`config.mk`:
```
export PLATFORM = sky130hd
export DESIGN_NAME = muldiv_seq_unit_flat
export DESIGN_NICKNAME = d
export VERILOG_FILES = /design/src/rtl/muldiv_seq_unit_pkg.sv /design/src/rtl/muldiv_seq_unit_if.sv /design/src/rtl/muldiv_seq_unit_div_step.sv /design/src/rtl/muldiv_seq_unit.sv /design/src/flat_wrapper.sv
export SDC_FILE = /design/constraint.sdc
export NUM_CORES = 1
export LEC_CHECK = 0
export ABC_CLOCK_PERIOD_IN_PS = 8300
export CAP_MARGIN = 20
export CORE_ASPECT_RATIO = 1.1
export CORE_MARGIN = 1.5
export CORE_UTILIZATION = 51
export CTS_CLUSTER_SIZE = 16
export DETAILED_ROUTE_END_ITERATION = 7
export HOLD_SLACK_MARGIN = 0.03
export PLACE_DENSITY = 0.76
export SLEW_MARGIN = 20
export SYNTH_ARGS = -nofsm -noshare
export SYNTH_HDL_FRONTEND = slang
export SYNTH_HIERARCHICAL = 1
export SYNTH_SLANG_ARGS = --single-unit
```
`constraint.sdc`:
```
create_clock -name clock -period 8.3 [get_ports clock]
set_input_delay 1.66 -clock clock [delete_from_list [all_inputs] [get_ports clock]]
set_output_delay 1.66 -clock clock [all_outputs]
set_load 0.02 [all_outputs]
```
`src/rtl/muldiv_seq_unit_pkg.sv`:
```
// muldiv_pkg: shared definitions for the sequential multiply/divide unit.
// Holds the FSM state encoding, the op encoding and the two's-complement
// magnitude helper used for operand conditioning and result sign fix-up.
package muldiv_pkg;

  typedef enum logic [1:0] {
    IDLE = 2'd0,
    RUN  = 2'd1,
    FIX  = 2'd2,
    DONE = 2'd3
  } state_t;

  localparam logic OP_MULT = 1'b0;
  localparam logic OP_DIV  = 1'b1;

  // Widest value the helper can negate; covers the 2*WIDTH product for
  // operand widths up to 64 bits.
  localparam int MAX_W = 128;

  // Returns |value| when value is negative, value otherwise. Callers
  // zero-extend into MAX_W and truncate the result back to their own width,
  // so the low bits are the correct two's-complement negation. Applied to
  // the most negative number it yields the unsigned magnitude 2^(w-1).
  // The same operation serves as a conditional negate of results.
  function automatic logic [MAX_W-1:0] twos_mag(input logic [MAX_W-1:0] value,
                                                input logic negative);
    return negative ? (~value + MAX_W'(1)) : value;
  endfunction

endpackage

```
`src/rtl/muldiv_seq_unit_if.sv`:
```
// muldiv_seq_unit_if: request/response bundle between the control FSM and
// the multiply/divide unit.
//   start, op, is_signed, a, b : request, driven by the master
//   busy, done, div0, hi, lo   : status and results, driven by the slave
interface muldiv_seq_unit_if #(parameter int WIDTH = 32);

  logic             start;
  logic             op;
  logic             is_signed;
  logic [WIDTH-1:0] a;
  logic [WIDTH-1:0] b;
  logic             busy;
  logic             done;
  logic             div0;
  logic [WIDTH-1:0] hi;
  logic [WIDTH-1:0] lo;

  modport master (
    output start, op, is_signed, a, b,
    input  busy, done, div0, hi, lo
  );

  modport slave (
    input  start, op, is_signed, a, b,
    output busy, done, div0, hi, lo
  );

endinterface

```
`src/rtl/muldiv_seq_unit_div_step.sv`:
```
// muldiv_div_step: one combinational restoring-division iteration.
//   rem_in  : current partial remainder (always < divisor)
//   bit_in  : next dividend bit shifted into the remainder
//   divisor : divisor magnitude
//   rem_out : next partial remainder
//   q_bit   : quotient bit produced by this iteration
module muldiv_div_step #(parameter int WIDTH = 32) (
  input  logic [WIDTH-1:0] rem_in,
  input  logic             bit_in,
  input  logic [WIDTH-1:0] divisor,
  output logic [WIDTH-1:0] rem_out,
  output logic             q_bit
);

  logic [WIDTH:0] shifted;
  logic [WIDTH:0] diff;

  // The shifted remainder needs one extra bit; whichever value is kept is
  // below the divisor, so it always fits back into WIDTH bits.
  always_comb begin
    shifted = {rem_in, bit_in};
    diff    = shifted - {1'b0, divisor};
    q_bit   = (shifted >= {1'b0, divisor});
    rem_out = WIDTH'(q_bit ? diff : shifted);
  end

endmodule

```
`src/rtl/muldiv_seq_unit.sv`:
```
// muldiv_seq_unit: iterative WIDTH-bit signed/unsigned multiply and divide.
// Ports:
//   clock    : system clock, rising edge
//   RESET_in : asynchronous active-high reset, aborts any operation
//   bus      : muldiv_seq_unit_if slave (start/op/is_signed/a/b in,
//              busy/done/div0/hi/lo out)
// Operands are reduced to magnitudes on start, iterated for WIDTH cycles in
// RUN (shift-add multiply or restoring divide), sign-corrected in FIX and
// reported with a one-cycle done pulse. Divide by zero skips straight to
// DONE with div0 set and leaves hi/lo untouched.
// Optional macro MULDIV_EARLY_TERM_EN: multiply leaves RUN as soon as the
// remaining multiplier magnitude is zero (at least one RUN cycle).
module muldiv_seq_unit
  import muldiv_pkg::*;
#(
  parameter int WIDTH = 32
) (
  input logic         clock,
  input logic         RESET_in,
  muldiv_seq_unit_if.slave bus
);

  localparam int CNT_W = $clog2(WIDTH) + 1;
  localparam int PW    = 2 * WIDTH;
  localparam logic [CNT_W-1:0] LAST_CNT = CNT_W'(WIDTH - 1);

  state_t           state, state_next;
  logic [CNT_W-1:0] cnt;
  logic             op_r, neg_res, neg_rem, div0_flag;
  logic [PW-1:0]    acc, opnd_a;
  logic [WIDTH-1:0] opnd_b, hi_r, lo_r;

  logic             start_div0, sign_a, sign_b, last_iter;
  logic [WIDTH-1:0] mag_a, mag_b, step_rem, fix_quot, fix_rem;
  logic             step_q;
  logic [PW-1:0]    fix_prod;
  logic             busy, done, div0;

  // Request decode and operand conditioning. Divide keeps the dividend in
  // the low half of acc and the partial remainder in the high half, so the
  // quotient shifts in from the bottom as the dividend shifts out the top.
  always_comb begin
    start_div0 = bus.start && (bus.op == OP_DIV) && (bus.b == '0);
    sign_a     = bus.is_signed & bus.a[WIDTH-1];
    sign_b     = bus.is_signed & bus.b[WIDTH-1];
    mag_a      = WIDTH'(twos_mag(MAX_W'(bus.a), sign_a));
    mag_b      = WIDTH'(twos_mag(MAX_W'(bus.b), sign_b));
    fix_prod   = PW'(twos_mag(MAX_W'(acc), neg_res));
    fix_quot   = WIDTH'(twos_mag(MAX_W'(acc[WIDTH-1:0]), neg_res));
    fix_rem    = WIDTH'(twos_mag(MAX_W'(acc[PW-1:WIDTH]), neg_rem));
`ifdef MULDIV_EARLY_TERM_EN
    last_iter  = (cnt == LAST_CNT) ||
                 ((op_r == OP_MULT) && (opnd_b[WIDTH-1:1] == '0));
`else
    last_iter  = (cnt == LAST_CNT);
`endif
  end

  muldiv_div_step #(.WIDTH(WIDTH)) u_div_step (
    .rem_in  (acc[PW-1:WIDTH]),
    .bit_in  (acc[WIDTH-1]),
    .divisor (opnd_b),
    .rem_out (step_rem),
    .q_bit   (step_q)
  );

  // State register.
  always_ff @(posedge clock or posedge RESET_in) begin
    if (RESET_in) state <= IDLE;
    else          state <= state_next;
  end

  // Next-state logic.
  always_comb begin
    state_next = state;
    case (state)
      IDLE:    if (bus.start) state_next = start_div0 ? DONE : RUN;
      RUN:     if (last_iter) state_next = FIX;
      FIX:     state_next = DONE;
      DONE:    state_next = IDLE;
      default: state_next = IDLE;
    endcase
  end

  // Status outputs depend on state only, so done/div0 cannot leak out of DONE.
  always_comb begin
    busy = (state != IDLE);
    done = (state == DONE);
    div0 = done && div0_flag;
  end

  // Datapath: operand latch in IDLE, one iteration per RUN cycle, sign fix
  // and result register in FIX. hi/lo are written nowhere else.
  always_ff @(posedge clock or posedge RESET_in) begin
    if (RESET_in) begin
      cnt       <= '0;
      op_r      <= OP_MULT;
      neg_res   <= 1'b0;
      neg_rem   <= 1'b0;
      div0_flag <= 1'b0;
      acc       <= '0;
      opnd_a    <= '0;
      opnd_b    <= '0;
      hi_r      <= '0;
      lo_r      <= '0;
    end else begin
      case (state)
        IDLE: begin
          if (bus.start) begin
            div0_flag <= start_div0;
            if (!start_div0) begin
              op_r    <= bus.op;
              neg_res <= sign_a ^ sign_b;
              neg_rem <= sign_a;
              cnt     <= '0;
              opnd_b  <= mag_b;
              if (bus.op == OP_DIV) begin
                acc    <= {{WIDTH{1'b0}}, mag_a};
                opnd_a <= '0;
              end else begin
                acc    <= '0;
                opnd_a <= {{WIDTH{1'b0}}, mag_a};
              end
            end
          end
        end
        RUN: begin
          cnt <= cnt + CNT_W'(1);
          if (op_r == OP_MULT) begin
            if (opnd_b[0]) acc <= acc + opnd_a;
            opnd_a <= opnd_a << 1;
            opnd_b <= opnd_b >> 1;
          end else begin
            acc <= {step_rem, acc[WIDTH-2:0], step_q};
          end
        end
        FIX: begin
          if (op_r == OP_MULT) begin
            hi_r <= fix_prod[PW-1:WIDTH];
            lo_r <= fix_prod[WIDTH-1:0];
          end else begin
            hi_r <= fix_rem;
            lo_r <= fix_quot;
          end
        end
        default: begin
        end
      endcase
    end
  end

  assign bus.busy = busy;
  assign bus.done = done;
  assign bus.div0 = div0;
  assign bus.hi   = hi_r;
  assign bus.lo   = lo_r;

endmodule

```
`src/flat_wrapper.sv`:
```
// flat-port wrapper written by rule: the top's interface ports become plain ports
module muldiv_seq_unit_flat import muldiv_pkg::*;
#(
  parameter int WIDTH = 32
)
  (clock, RESET_in, bus_start, bus_op, bus_is_signed, bus_a, bus_b, bus_busy, bus_done, bus_div0, bus_hi, bus_lo);
  muldiv_seq_unit_if #(.WIDTH(WIDTH)) bus_i ();
  input logic clock;
  input logic RESET_in;
  input wire logic [$bits(bus_i.start)-1:0] bus_start;
  input wire logic [$bits(bus_i.op)-1:0] bus_op;
  input wire logic [$bits(bus_i.is_signed)-1:0] bus_is_signed;
  input wire logic [$bits(bus_i.a)-1:0] bus_a;
  input wire logic [$bits(bus_i.b)-1:0] bus_b;
  output wire logic [$bits(bus_i.busy)-1:0] bus_busy;
  output wire logic [$bits(bus_i.done)-1:0] bus_done;
  output wire logic [$bits(bus_i.div0)-1:0] bus_div0;
  output wire logic [$bits(bus_i.hi)-1:0] bus_hi;
  output wire logic [$bits(bus_i.lo)-1:0] bus_lo;
  assign bus_i.start = bus_start;
  assign bus_i.op = bus_op;
  assign bus_i.is_signed = bus_is_signed;
  assign bus_i.a = bus_a;
  assign bus_i.b = bus_b;
  assign bus_busy = bus_i.busy;
  assign bus_done = bus_i.done;
  assign bus_div0 = bus_i.div0;
  assign bus_hi = bus_i.hi;
  assign bus_lo = bus_i.lo;
  muldiv_seq_unit #(.WIDTH(WIDTH)) u_core (.clock(clock), .RESET_in(RESET_in), .bus(bus_i));
endmodule
```
## Word level (Yosys, flattened, before mapping)

Index checks and enable logic that the tools add are counted.
W data, S select, Z words.

| word-level totals | value |
|---|---|
| bits of input ports | 69 |
| register bits after elaboration | 236 |
| RAM bits | 0 |
| memory bits (read-only) | 0 |
| latch bits | 0 |
| memories | 0 |
| logic and storage cells | 81 |

| operators by class | value |
|---|---|
| $add $sub $neg | 8 |
| muxes and demuxes | 30 |
| divide/modulo/power cells | 0 |
| equality and inequality tests | 9 |
| reduce and logical (&&, ||, !) cells | 13 |
| bitwise logic cells | 9 |
| shift-type cells | 0 |
| $mul | 0 |
| $lt $le $gt $ge | 1 |

Operators with widths:

| kind | count |
|---|---|
| $mux W64 | 8 |
| $mux W32 | 12 |
| $pmux W64 S2 | 2 |
| $add A32 B1 Y32 const B | 4 |
| $not A32 Y32 | 4 |
| $add A64 B1 Y64 const B | 1 |
| $add A64 B64 Y64 | 1 |
| $not A64 Y64 | 1 |
| $pmux W32 S2 | 1 |
| $ge A33 B32 Y1 | 1 |
| $logic_not A32 Y1 | 1 |
| $sub A32 B32 Y32 | 1 |
| $mux W6 | 2 |
| $pmux W6 S2 | 1 |
| $pmux W2 S4 | 1 |
| $reduce_and A4 Y1 | 2 |
| $add A6 B1 Y6 const B | 1 |
| $eq A6 B5 Y1 const B | 1 |
| $mux W2 | 3 |
| $ne A2 B2 Y1 const B | 3 |
| $reduce_and A3 Y1 | 2 |
| $eq A2 B2 Y1 const B | 2 |
| $reduce_and A2 Y1 | 2 |
| $reduce_bool A2 Y1 | 2 |
| 8 further kinds | 11 |

## Depth between registers and ports, before layout

| logic depth | value |
|---|---|
| word-level depth | 7 |
| gate-level depth with buffers | 17 |

## Cells and area by module

Netlist, hierarchy kept.

Modules (own cells, without submodules):

| module | instances | sequential area each (µm²) | area an instance (µm²) | cells each |
|---|---|---|---|---|
| muldiv_seq_unit | 1 | 5905.7 | 16588.4 | 2002 |
| muldiv_div_step | 1 | 0.0 | 2331.0 | 323 |

## Worst setup path before layout

Ideal clock, no wire load.

| timing path | value |
|---|---|
| path kind | input to register |
| from | input port bus_b[16] |
| to | register u_core.acc[57] |
| path slack | 3981 ps |
| stages on the path | 9 |
| data arrival time | 4183 ps |
| required time | 8164 ps |
| path through | or4_1 or4_1 or4_1 a31oi_2 nor2_1 nand2_2 nor3_1 a221oi_1 o41ai_1 |

| between the ends | value |
|---|---|
| longest elaborated chain between the ends | 4 |

RTL lines:

| item | RTL line | RTL |
|---|---|---|
| start: declaration | flat_wrapper.sv:14 | `input wire logic [$bits(bus_i.b)-1:0] bus_b;` |
| $logic_not A32 Y1 | muldiv_seq_unit.sv:43 | `start_div0 = bus.start && (bus.op == OP_DIV) && (bus.b == '0);` |
| $logic_and A1 B1 Y1 | muldiv_seq_unit.sv:43 |  |
| $ne A2 B2 Y1 (no line) | -- |  |
| $reduce_and A4 Y1 (no line) | -- |  |
| end signal: assignment | muldiv_seq_unit.sv:118 | `acc <= {{WIDTH{1'b0}}, mag_a};` |
| end signal: assignment | muldiv_seq_unit.sv:130 | `if (opnd_b[0]) acc <= acc + opnd_a;` |
| end signal: assignment | muldiv_seq_unit.sv:134 | `acc <= {step_rem, acc[WIDTH-2:0], step_q};` |
| end: declaration | muldiv_seq_unit.sv:30 | `logic [PW-1:0] acc, opnd_a;` |

No other way between the ends.
A chain may end at the register's enable or synchronous reset.

## Final worst setup path

| timing path | value |
|---|---|
| from | input port bus_b[16] |
| to | register u_core.opnd_a[56] |

| between the ends | value |
|---|---|
| longest elaborated chain between the ends | 4 |

RTL lines:

| item | RTL line | RTL |
|---|---|---|
| $logic_not A32 Y1 | muldiv_seq_unit.sv:43 |  |
| $logic_and A1 B1 Y1 | muldiv_seq_unit.sv:43 |  |
| $ne A2 B2 Y1 (no line) | -- |  |
| $reduce_and A4 Y1 (no line) | -- |  |
| end signal: assignment | muldiv_seq_unit.sv:122 | `opnd_a <= {{WIDTH{1'b0}}, mag_a};` |
| end signal: assignment | muldiv_seq_unit.sv:131 | `opnd_a <= opnd_a << 1;` |
| end: declaration | muldiv_seq_unit.sv:30 |  |

No other way between the ends.

==> summary.txt <==
Worst setup path
  • CP bufs+invs: 2
  • Most used cell, CP: or4_1
  • Critical path class: input port to register
  • Top Family by Delay on Critical Path: simple AND/OR/NAND/NOR gates
  • Crit end category: register
  • CP peak stage delay: 0.62 ns
  • CP required: 8.81 ns
  • Arr. time, crit path: 6.01 ns
  • Crit-path max FO: 57
  • Crit start category: input port
  • Crit-path cells: clkdlybuf4s50_1, or4_1, or4_1, or4_1, a31oi_2, or2_4, buf_4, a22o_1
  • CP max-delay cell: or4_1

Place
  • Final HPWL from detailed placement: 47610 µm
  • Post-DP Area: 20440 µm²
  • IO buf count: 135
  • Placer Congestion: 0.9647

Die
  • I/O Pins: 136
  • Core Region: 36350 µm²
  • Placement row count: 73
  • Die Ht: 205.0 µm
  • Initial Utilization: 0.5204
  • Die extent in x: 186.6 µm
  • Full die area: 38260 µm²

Clock tree
  • Post_cts resized: 0
  • Clock slew seen by the registers of the worst setup and hold paths: 0.06 ns
  • Htree depth: 1
  • Clk sink count: 236
  • CTS root buf: clkbuf_16
  • Cts hold-fix bufs: 0
  • Clock Tree Buf Depth: 3
  • Setup Fix Bufs, Post-CTS: 0
  • CTS tree: built
  • Worst-Skew Late Latency: 0.58 ns
  • CTS Buf Count: 28

Yosys
  • Asr flop ratio synth: 1.000
  • Post-Syn Instances: 2325
  • Mapped Nets: 2500
  • Post-synth EDFFs: 0
  • Mapped Avg Cell Area: 8.137 µm²
  • Ys Warns: 6
  • Register bit total from synthesis: 236
  • Ys flop type: dfrtp_1
  • Post-synthesis sequential area ratio: 0.3121
  • Netlist cell types: 89
  • Mapped Area: 18920 µm²

Pwr
  • Cell Pwr Density: 350.9 nW/µm²
  • Max VDD drop: 0.2948 mV
  • Leakage: 0.009366 µW

Global routing
  • Antenna violations before repair: 0
  • Largest net degree at the start of global routing: 157
  • Overflow after GRT: 0
  • Global-route wire length before repair: 96590 µm
  • Gr usage total: 0.3196
  • Vias in the first global route: 17.86k

STA
  • Post-layout minimum cycle time: 5.499 ns
  • Fin crit share: 0.6625
  • Max Fclk: 181.9 MHz
  • Final slew viol count: 0
  • RSZ-0062 raised after global routing: false
  • Worst slew pin tran: 1.165 ns
  • Final hold violation count: 0
  • Setup tns final: 0 ns
  • Max_slew headroom: 0.2236
  • Final setup viols: 0
  • Clk_skew: 0.01157 ns

Layout
  • Most common cell after layout, fill and taps aside: a21oi_1
  • Most frequent cells in the layout: 243 x a21oi_1, 237 x nand2_1, 236 x dfrtp_1, 228 x nor2_1, 174 x o21ai_0
  • Share of layout cells above drive strength 1: 0.06494
  • Final net count: 2542
  • Ant diodes: 0
  • Area Overhead vs Synth: 13.43%
  • Final Cell Area: 21460 µm²

Worst hold path
  • Hold WC Path Type: register to register

Flow run
  • Max-Cap Viols: 0

Route
  • Final WL: 62210 µm
  • WL per Instance: 21.65 µm
  • Vias per cell: 6.272
  • Residual DRC: 0
  • Final ANT Viol Nets: 0
  • Routed vias: 18.03k
  • Drt first-iter violations: 1311
  • Initial DRT Pass Iterations: 6

Status
  • Outcome: finished, final reports clean
==> state kept, by name, summed over array words and instances (netlist names) <==
register and count:
u_core/acc 64, u_core/opnd_a 64, u_core/bus.hi 32, u_core/bus.lo 32, u_core/opnd_b 32, u_core/cnt 6
u_core/state 2, u_core/div0_flag 1, u_core/neg_rem 1, u_core/neg_res 1, u_core/op_r 1
==> through the flow <==
step	util	power, µW	cells	hold slack [ns]	setup WS, ns
final	0.5903	7532	2874	0.5105	2.801
after detailed placement	0.5624	6094	2824	0.4971	2.317
after floorplan	-	4800	2325	0.4424	0.1653
after CTS	0.5903	7497	2874	0.5098	2.891
after global routing	0.5903	8016	2874	0.5244	2.617
after global placement	0.5624	6011	2824	0.4894	2.407
==> cell type report <==
class	instances	area (µm²)
Sequential cell	236	5906
Timing Repair Buffer	149	1469
Clock buffer	36	750.7
Inverter	72	277.8
Tap cell	487	609.3
Multi-Input combinational cell	1880	12180
Clock inverter	14	264.0
Fill cell	3377	14890
==> cell usage after synthesis (23+ instances only) <==
library cell,count,area [µm²]
nand3_1,26,130.1
o31ai_1,26,195.2
xnor2_1,91,797.0
clkbuf_1,105,394.1
xor2_1,105,919.6
nand2_1,237,889.6
a21oi_1,244,1221
o21ai_0,174,870.8
or3_1,23,143.9
nor2_1,230,863.3
nor3_1,44,220.2
ha_1,104,1301
inv_1,71,266.5
a22oi_1,49,367.9
a21o_1,47,352.8
mux2_2,41,461.7
dfrtp_1,236,5906
nand4_1,41,256.5
o21ai_1,52,260.3
a22o_1,37,324.1
==> cell families (layout without fill, tap and decap cells) <==
logic type,after synthesis,in the layout,share of synthesized area
DFF,236,236,0.3121
xor gates and xnor gates,196,196,0.09073
AOI/OAI and AO/OA,794,794,0.2613
and+or+nand+nor,715,715,0.1770
buffers and inverters,209,271,0.04636
adders and majority gates,106,106,0.07089
muxes,69,69,0.04160
==> layer usage <==
metal | global-route usage | vias to the layer above | wire [µm]
li1 | - | 8535 | -
met1 | 0.3494 | 8663 | 23520
met2 | 0.5868 | 600 | 31400
met3 | 0.03461 | 228 | 2685
met4 | 0.2143 | 0 | 4613
met5 | 0 | - | 0
==> worst paths after layout <==
path / start / endpoint / slack, ns / depth (start not counted)
worst max-delay path: bus_b[16] / u_core/opnd_a[56] / 2.80 / 8
worst min-delay path: u_core/bus.hi[26] / u_core/bus.hi[26] / 0.51 / 1
worst max register to register: u_core/acc[0] / u_core/acc[62] / 3.84 / 11
worst min register to register: u_core/bus.hi[26] / u_core/bus.hi[26] / 0.51 / 1
max in group asynchronous: RESET_in / u_core/acc[1] / 5.47 / 3
min in group asynchronous: RESET_in / u_core/bus.hi[25] / 1.55 / 2
==> power breakdown <==
group	switching (µW)	internal (µW)	total, µW
Clock	518	855	1370
Sequential	486	1530	2020
Combinational	2560	1580	4140
No activity file was read; power rests on OpenSTA's default activity.
